<file path="config.mk">
export PLATFORM = sky130hd
export DESIGN_NAME = pipeline_hazard_ctrl
export DESIGN_NICKNAME = d
export VERILOG_FILES = /design/src/rtl/pipeline_hazard_ctrl_pkg.sv /design/src/rtl/pipeline_hazard_ctrl_sat_counter.sv /design/src/rtl/pipeline_hazard_ctrl.sv
export SDC_FILE = /design/constraint.sdc
export NUM_CORES = 1
export LEC_CHECK = 0
export CAP_MARGIN = 25
export CELL_PAD_IN_SITES_DETAIL_PLACEMENT = 0
export CELL_PAD_IN_SITES_GLOBAL_PLACEMENT = 1
export CORE_UTILIZATION = 38
export CTS_CLUSTER_DIAMETER = 80
export DETAILED_ROUTE_END_ITERATION = 7
export PLACE_DENSITY_LB_ADDON = 0.05
export SYNTH_ARGS = -nofsm -noshare
export SYNTH_HDL_FRONTEND = slang
export SYNTH_SLANG_ARGS = --single-unit
</file>
<file path="constraint.sdc">
create_clock -name clk_i -period 3.15 [get_ports clk_i]
set_input_delay 0.945 -clock clk_i [delete_from_list [all_inputs] [get_ports clk_i]]
set_output_delay 0.945 -clock clk_i [all_outputs]
set_load 0.01 [all_outputs]
</file>
<file path="src/rtl/pipeline_hazard_ctrl_pkg.sv">
// Shared pipeline definitions for the hazard sequencer: the sequencer state
// encoding and the architectural zero register.
package pipeline_hazard_ctrl_pkg;

    typedef enum logic [1:0] {
        RUN         = 2'd0,
        MEM_WAIT    = 2'd1,
        MEM_RELEASE = 2'd2
    } hazardStateT;

    localparam logic [4:0] REG_ZERO = 5'd0;

endpackage

</file>
<file path="src/rtl/pipeline_hazard_ctrl_sat_counter.sv">
// Saturating event counter with synchronous clear; clear wins over increment
// and the count sticks at all-ones instead of wrapping.
module sat_counter #(
    parameter int CNT_W = 32
) (
    input  logic             clk_i,
    input  logic             rst_n_i,
    input  logic             inc_i,
    input  logic             clr_i,
    output logic [CNT_W-1:0] cnt_o
);

    // Count qualifying cycles, holding at all-ones once full.
    always_ff @(posedge clk_i or negedge rst_n_i) begin
        if (!rst_n_i) begin
            cnt_o <= '0;
        end else if (clr_i) begin
            cnt_o <= '0;
        end else if (inc_i && (cnt_o != '1)) begin
            cnt_o <= cnt_o + CNT_W'(1);
        end
    end

endmodule

</file>
<file path="src/rtl/pipeline_hazard_ctrl.sv">
// Hazard and stall sequencer for the 5-stage pipeline. Decodes load-use
// stalls, branch/jump flushes and multi-cycle data-memory freezes into the
// pipeline register enables, and keeps stall/flush performance counters.
module pipeline_hazard_ctrl
    import pipeline_hazard_ctrl_pkg::*;
#(
    parameter int MEM_LAT = 3,
    parameter int CNT_W   = 32
) (
    input  logic             clk_i,
    input  logic             rst_n_i,
    input  logic [4:0]       if_id_rs_i,
    input  logic [4:0]       if_id_rt_i,
    input  logic [4:0]       id_ex_rt_i,
    input  logic             id_ex_memtoreg_i,
    input  logic             id_ex_regwrite_i,
    input  logic             jump_i,
    input  logic             branch_taken_i,
    input  logic             mem_access_i,
    input  logic             cnt_clr_i,
    output logic             pc_write_o,
    output logic             if_id_write_o,
    output logic             if_id_flush_o,
    output logic             id_ex_write_o,
    output logic             id_ex_flush_o,
    output logic             back_write_o,
    output logic [CNT_W-1:0] stall_cnt_o,
    output logic [CNT_W-1:0] flush_cnt_o
);

    // A single-cycle memory never freezes; longer ones freeze MEM_LAT-1
    // cycles: the RUN trigger cycle plus MEM_LAT-2 cycles counted in MEM_WAIT.
    localparam bit MULTI_CYCLE = (MEM_LAT > 1);
    localparam int LAT_W = (MEM_LAT > 3) ? $clog2(MEM_LAT - 2) : 1;
    localparam logic [LAT_W-1:0] LAT_LOAD = LAT_W'((MEM_LAT >= 3) ? (MEM_LAT - 3) : 0);

    hazardStateT      state;
    hazardStateT      nextState;
    logic [LAT_W-1:0] latCnt;
    logic [LAT_W-1:0] nextLatCnt;
    logic             loadUse;
    logic             freeze;

    assign loadUse = id_ex_memtoreg_i && id_ex_regwrite_i && (id_ex_rt_i != REG_ZERO) &&
                     ((id_ex_rt_i == if_id_rs_i) || (id_ex_rt_i == if_id_rt_i));

    // MEM_RELEASE deliberately ignores mem_access_i so the instruction that
    // just finished its access cannot retrigger a freeze.
    assign freeze = (state == MEM_WAIT) || ((state == RUN) && mem_access_i && MULTI_CYCLE);

    // State and latency counter register.
    always_ff @(posedge clk_i or negedge rst_n_i) begin
        if (!rst_n_i) begin
            state  <= RUN;
            latCnt <= '0;
        end else begin
            state  <= nextState;
            latCnt <= nextLatCnt;
        end
    end

    // Next-state logic for the memory freeze sequence.
    always_comb begin
        nextState  = state;
        nextLatCnt = latCnt;
        case (state)
            RUN: begin
                if (mem_access_i && MULTI_CYCLE) begin
                    if (MEM_LAT == 2) begin
                        nextState = MEM_RELEASE;
                    end else begin
                        nextState  = MEM_WAIT;
                        nextLatCnt = LAT_LOAD;
                    end
                end
            end
            MEM_WAIT: begin
                if (latCnt == '0) begin
                    nextState = MEM_RELEASE;
                end else begin
                    nextLatCnt = latCnt - LAT_W'(1);
                end
            end
            MEM_RELEASE: begin
                nextState = RUN;
            end
            default: begin
                nextState  = RUN;
                nextLatCnt = '0;
            end
        endcase
    end

    // Pipeline control decode: freeze > taken branch > load-use > jump > normal.
    // A taken branch beats load-use because the stalled instruction is on the
    // wrong path anyway.
    always_comb begin
        pc_write_o    = 1'b1;
        if_id_write_o = 1'b1;
        if_id_flush_o = 1'b0;
        id_ex_write_o = 1'b1;
        id_ex_flush_o = 1'b0;
        back_write_o  = 1'b1;
        if (freeze) begin
            pc_write_o    = 1'b0;
            if_id_write_o = 1'b0;
            id_ex_write_o = 1'b0;
            back_write_o  = 1'b0;
        end else if (branch_taken_i) begin
            if_id_flush_o = 1'b1;
            id_ex_flush_o = 1'b1;
        end else if (loadUse) begin
            pc_write_o    = 1'b0;
            if_id_write_o = 1'b0;
            id_ex_flush_o = 1'b1;
        end else if (jump_i) begin
            if_id_flush_o = 1'b1;
        end
    end

    sat_counter #(
        .CNT_W(CNT_W)
    ) uStallCnt (
        .clk_i  (clk_i),
        .rst_n_i(rst_n_i),
        .inc_i  (~pc_write_o),
        .clr_i  (cnt_clr_i),
        .cnt_o  (stall_cnt_o)
    );

    sat_counter #(
        .CNT_W(CNT_W)
    ) uFlushCnt (
        .clk_i  (clk_i),
        .rst_n_i(rst_n_i),
        .inc_i  (if_id_flush_o),
        .clr_i  (cnt_clr_i),
        .cnt_o  (flush_cnt_o)
    );

endmodule
</file>
==> results_dict.tcl <==
set metrics [dict create \
    status "finished with violations" \
    violations "negative setup slack" \
    io_buffers 92 \
    antenna_cells 0 \
    core_um2 9910 \
    syn_inst 440 \
    switchingPower_w 0.000517 \
    syn_area_per_cell_um2 8.95 \
    synth_nets 465 \
    grt_pass1_wl_um 19400 \
    ys_seq_elements 66 \
    drv_cap 0 \
    rows 36 \
    grt_max_degree 45 \
    synth_top_area_cell "dfrtp_1" \
    p_comb_share_pct 17.6 \
    setup_viol 4 \
    period_share_pct 105 \
    final_cell_area_um2 5500 \
    setup_slack_ns -0.148 \
    r2r_end "uFlushCnt.cnt_o[5]" \
    synth_area_leaders "dfrtp_1 (42%), a21oi_1 (6.5%), or4_1 (6.1%)" \
    power_w 0.00187 \
    crit_required_ns 2.20 \
    postRouteAntennaNets 0 \
    netlist_top_cells_count "dfrtp_1 (66), a21oi_1 (51), or4_1 (32)" \
    min_to "state[0]" \
    peakVddDrop_mv 0.207 \
    grt_pass1_vias 3906 \
    crit_arrival_ns 2.35 \
    hold_violations 0 \
    synth_top_area_share_pct 41.9 \
    seq_area_frac_synth_pct 41.9 \
    synthFlopType "dfrtp_1" \
    reg2reg_depth 7 \
    synth_edf_count 0 \
    fp.dieH_um 104 \
    crit_path_max_fanout 3 \
    p_seq_share_pct 46.9 \
    antenna_found_initial 0 \
    clock_power_share_pct 35.5 \
    crit_path_end_kind "primary output" \
    hold_depth 1 \
    avgRoutedWirePerCell_um 16.3 \
    clock_skew_ns 0.0121 \
    routed_wl_um 11400 \
    synth_cell_types 46 \
    area_delta_synth_final_pct 39.7 \
    root_buffer "clkbuf_8" \
    insertion_delay_ns 0.33 \
    hold_path_class "flop to flop" \
    drt_iter0_markers 223 \
    p_sw_share_pct 27.7 \
    fmax_mhz 303 \
    gp_congestion 0.763 \
    via_count 4074 \
    instances_no_fill 701 \
    cts_max_path_buffers 2 \
    tightest_slew_ns 0.838 \
    clock-sinks 66 \
    grt_use_total_pct 22.2 \
    place_ws_ns -0.968 \
    min_from "state[0]" \
    vias_per_cell 5.81 \
    synth.yosys.warnings 0 \
    min_period_ns 3.30 \
    fillers 942 \
    critPathLaunchType "input port" \
    reg2reg_slack_ns 0.53 \
    p_leak_nw 2.09 \
    place_area_um2 5240 \
    cts_tree "yes" \
    rsz0062_at_grt "yes" \
    drc 0 \
    yosysMostFrequentCell "dfrtp_1" \
    drt_first_pass_iters 4 \
    die_area_um2 10800 \
    cts_hold_buffers 0 \
    hpwl_um 8110 \
    clk_pin_slew_worst_paths_ns 0.07 \
    final_max_slew_viol_count 0 \
    synth_area_um2 3940 \
    p_int_w 0.00135 \
    rr_startpoint "uFlushCnt.cnt_o[0]" \
    overflow 0 \
    dp.cells 680 \
    die_w_um 104 \
    drive_gt1_share_pct 16.4 \
    ctsHtreeMaxLevel 3 \
    nNetsFinal 590 \
    power_density_nw_per_um2 339 \
    timing.slew.headroom_pct 44.1 \
    numCtsBuffers 9 \
    ys_async_sr_fraction_pct 100 \
    crit_type "input port to primary output" \
    initial_core_util_pct 39.7 \
    ioPinCount 93 \
]
cell type report:
cell class | count | area, um^2 | area share, %
well taps | 133 | 166 | 3.02
flip-flops and latches | 66 | 1650 | 30.0
multi-input cells | 341 | 2190 | 39.7
repair buffers | 141 | 1300 | 23.6
clock inverters | 2 | 12.5 | 0.227
inverters | 6 | 22.5 | 0.409
clock buffers | 12 | 165 | 3.00
how the worst max path moves through the flow:
stage,from,end,depth (start not counted)
final,id_ex_rt_i[4],id_ex_flush_o,9
after global routing,id_ex_rt_i[4],id_ex_flush_o,9
after CTS,id_ex_rt_i[4],if_id_write_o,7
after detailed placement,id_ex_rt_i[2],if_id_flush_o,6
after global placement,id_ex_rt_i[2],if_id_flush_o,6
after floorplan,id_ex_rt_i[1],pc_write_o,5
power groups by stage:
stage               clock network [W]  logic [W]  registers [W]
floorplan                           0   0.000137       0.000890
global placement                    0   0.000313       0.000892
global route                 0.000723   0.000360       0.000878
detailed placement                  0   0.000319       0.000892
finish                       0.000662   0.000329       0.000877
CTS                          0.000681   0.000329       0.000875
layout by cell type (no fill, tap or decap), types with 4 or more instances in the layout:
master,netlist,routed
a21oi_1,51,51
and3_1,8,8
and4_1,8,8
buf_2,6,6
buf_4,2,44
buf_6,2,5
clkbuf_8,0,12
clkdlybuf4s50_1,0,69
dfrtp_1,66,66
dlygate4sd2_1,0,11
inv_1,6,5
mux2_2,8,8
nand2_1,25,25
nand3_1,30,30
nand4_1,18,18
nor2_1,23,22
nor2b_1,11,11
nor3_1,8,8
nor4_1,4,4
o21ai_0,21,21
o31ai_1,30,29
or3_1,21,21
or4_1,32,31
xnor2_1,10,9
per-layer routing:
metal  vias to the layer above  track usage, %  share of wire, %
li1                       1956               -                 -
met1                      2005            32.0                49
met2                       104            34.7                46
met3                         9            2.71               3.6
met4                         0            6.84              0.98
met5                         -               0                 0
registers in the layout, summed over array words and instances, names as in the netlist:
register,flops
uFlushCnt.cnt_o,32
uStallCnt.cnt_o,32
state,2
kinds of logic after synthesis:
kind of cell,Yosys count,share of synthesized area (%)
simple gates,201,29.7
xor+xnor,11,2.45
buf+inv,33,3.91
compound gates,118,18.9
flops,66,41.9
fa+ha+maj,2,0.635
mux,9,2.54
stage by stage:
step	util (%)	setup TNS, ns	hold slack, ns
2_1_floorplan	-	0	0.423
3_3_place_gp	52.9	-17.48	0.433
3_5_place_dp	52.9	-20.01	0.445
4_1_cts	55.4	-0.751	0.455
5_1_grt	55.5	-0.743	0.479
6_report	55.5	-0.565	0.449
worst max-delay path, stage by stage:
cell	delay (ns)
buf_6	0.09
or4_4	0.54
o211ai_4	0.23
buf_4	0.15
buf_6	0.09
nor2_1	0.03
nor2_1	0.08
nor2_1	0.05
buf_2	0.13
repair_timing:
action / 4_1_cts / 5_1_grt
endpoints found under the setup margin: 31 / 6
setup buffers: 7 / 0
pin swaps: 16 / 6
resized for setup: 53 / 4
Power figures use the tool's default switching activity.
==> edit (config.mk and constraints unchanged) <==
Encoding of `hazardStateT`: now one-hot (3 bits for 3 states).
--- a/src/rtl/pipeline_hazard_ctrl_pkg.sv
+++ b/src/rtl/pipeline_hazard_ctrl_pkg.sv
@@ -4,6 +4,6 @@
 
-    typedef enum logic [1:0] {
-        RUN         = 2'd0,
-        MEM_WAIT    = 2'd1,
-        MEM_RELEASE = 2'd2
+    typedef enum logic [2:0] {
+        RUN         = 3'b001,
+        MEM_WAIT    = 3'b010,
+        MEM_RELEASE = 3'b100
     } hazardStateT;
Check against the original RTL: same outputs for any inputs over 10 cycles, from zero or initial values and one cycle with rst_n_i low; not proved beyond that.
==> edit against the original RTL <==
The flow still finishes with violations (negative setup slack). Largest power group unchanged. Sequential cell count is 1 higher. Design area is 6.6% lower. Worst setup slack better by 79 ps. Clock power is 5.1% lower. Power is 15% higher. Clock skew is 2.2 ps higher. Critical endpoint is now if_id_write_o. Combinational power is 75% higher. Synthesized area is 3.3% lower. Highest routed layer unchanged. Global-route usage is 4.0 points lower. Routed wire length is 20% lower. Register-to-register slack better by 200 ps.
==> edit: results (changes against the original RTL) <==
<table>
<tr><th>Metric</th><th>Value</th></tr>
<tr><th colspan="2">Detailed routing</th></tr>
<tr><td>Ratio of routed vias to standard cells</td><td>4.98 (was 5.81)</td></tr>
<tr><td>WL/cell</td><td>14.1 µm (was 16.3 µm)</td></tr>
<tr><td>Drt pass-1 iters</td><td>5 (was 4)</td></tr>
<tr><td>Violation count after the first detailed-routing iteration</td><td>119 (was 223)</td></tr>
<tr><th colspan="2">Synthesis</th></tr>
<tr><td>Top cells by count, synth</td><td>nor2_1, dfrtp_1, xnor2_1, nand3_1, xor2_1 (was dfrtp_1, a21oi_1, or4_1, nand3_1, o31ai_1)</td></tr>
<tr><td>Proportion of synthesized chip area in sequential cells</td><td>44.0% (was 41.9%)</td></tr>
<tr><td>Unique cell type count in the Yosys netlist</td><td>40 (was 46)</td></tr>
<tr><td>Top cells by area, synth</td><td>dfrtp_1, xnor2_1, nor2_1 (was dfrtp_1, a21oi_1, or4_1)</td></tr>
<tr><td>Synthesized Nets</td><td>427 (was 465)</td></tr>
<tr><th colspan="2">Placement</th></tr>
<tr><td>Gpl congestion</td><td>0.790 (was 0.763)</td></tr>
<tr><td>Area after detailed placement</td><td>0.00496 mm² (was 0.00524 mm²)</td></tr>
<tr><td>Half-perimeter wire length after detailed placement</td><td>6290 µm (was 8110 µm)</td></tr>
<tr><th colspan="2">Pwr</th></tr>
<tr><td>Leakage Power</td><td>0.00202 µW (was 0.00209 µW)</td></tr>
<tr><td>Peak ir drop on the vdd network</td><td>269 µV (was 207 µV)</td></tr>
<tr><th colspan="2">Global routing</th></tr>
<tr><td>Number of global-route vias before repair</td><td>3116 (was 3906)</td></tr>
<tr><td>Tot GR Track Use</td><td>18.2% (was 22.2%)</td></tr>
<tr><td>Maximum number of pins on one net before global-route repair</td><td>68 (was 45)</td></tr>
<tr><th colspan="2">Timing</th></tr>
<tr><td>Least-Margin Pin Slew</td><td>533 ps (was 838 ps)</td></tr>
<tr><td>Final Setup Violations</td><td>3 (was 4)</td></tr>
<tr><td>PnR worst setup slack</td><td>-68.2 ps (was -148 ps)</td></tr>
<tr><td>Setup clock skew after layout</td><td>14.2 ps (was 12.1 ps)</td></tr>
<tr><th colspan="2">Run status</th></tr>
<tr><td>Violations in the final reports</td><td>negative setup slack (unchanged)</td></tr>
<tr><td>Status</td><td>finished, violations left (unchanged)</td></tr>
<tr><th colspan="2">Critical path</th></tr>
<tr><td>Maximum fanout along the worst path</td><td>5 (was 3)</td></tr>
<tr><td>Data arrival time at the worst-slack endpoint</td><td>2270 ps (was 2350 ps)</td></tr>
<tr><th colspan="2">Final layout</th></tr>
<tr><td>Layout net count</td><td>535 (was 590)</td></tr>
</table>
## edit: cell count changes in the layout (fill, tap and decap cells not counted), sizes merged, moves of 10 or more
cell | unedited run | this run
a21oi | 51 | 4
o31ai | 30 | 0
and3 | 8 | 19
xnor2 | 10 | 43
or3 | 21 | 1
o21ai | 21 | 1
buf | 58 | 37
nor2 | 23 | 76
nor4b | 0 | 10
nor4 | 4 | 23
xor2 | 1 | 27
or4 | 32 | 3
nor2b | 11 | 0
## edit: report_power, final
part | leakage, µW | switching (µW) | internal [µW]
clock network | 0.0000822 | 342 | 286
registers | 0.000929 | 37.6 | 897
logic | 0.00101 | 307 | 270
## edit: per-stage QoR
step	cells	worst slack [ps]	setup TNS (ps)	total power (µW)
after floorplan	402	-43.1	-43.1	1250
after global placement	631	-846	-11550	1530
after detailed placement	631	-840	-12990	1530
after CTS	648	-118	-308	2180
after global routing	648	-110	-290	2250
final	648	-68.2	-165	2140
## edit: path summary, 6_finish.rpt
path                                           from             endpoint  slack [ps]  cells after the start
worst min register to register             state[2]             state[1]         480                      1
min in group asynchronous                   rst_n_i             state[1]         600                      2
worst min-delay path                       state[2]             state[1]         480                      1
worst max register to register  uFlushCnt.cnt_o[15]  uFlushCnt.cnt_o[20]         730                      8
max in group asynchronous                   rst_n_i  uStallCnt.cnt_o[18]        2220                      2
worst max-delay path                  id_ex_rt_i[2]        if_id_write_o         -70                      7
## edit: cell type report
cell class / count / area [µm²]
Clock buffer: 10 / 128
Clock inverter: 6 / 42.5
Fill cell: 974 / 4590
Inverter: 4 / 15.0
Multi-Input combinational cell: 309 / 1990
Sequential cell: 67 / 1680
Tap cell: 133 / 166
Timing Repair Buffer: 119 / 1120
## edit: routing by layer
metal	global-route usage (%)	up-vias	routed length, µm
met5	0	-	0
li1	-	1610	-
met3	2.67	10	333
met2	30.5	68	4380
met1	23.9	1537	4290
met4	6.48	0	113
## edit: cell families after synthesis
group | Yosys count | synth area share (%)
adders and majority gates | 2 | 0.657
buffers and inverters | 26 | 4.34
and+or+nand+nor | 223 | 31.7
DFF | 67 | 44.0
xor gates and xnor gates | 70 | 16.1
AOI/OAI and AO/OA | 14 | 3.15
## edit: worst max-delay path, cell delays in order
cell,delay [ps]
buf_6,90
or4_4,520
o211ai_2,170
or2_4,150
o21a_1,150
buf_12,130
buf_6,100
## edit: repair_timing
action / in CTS / in global routing
buffers inserted: 2 / 1
gates resized for setup: 53 / 3
hold buffers: 0 / 0
pin swaps: 19 / 7
endpoints found under the setup margin: 10 / 4
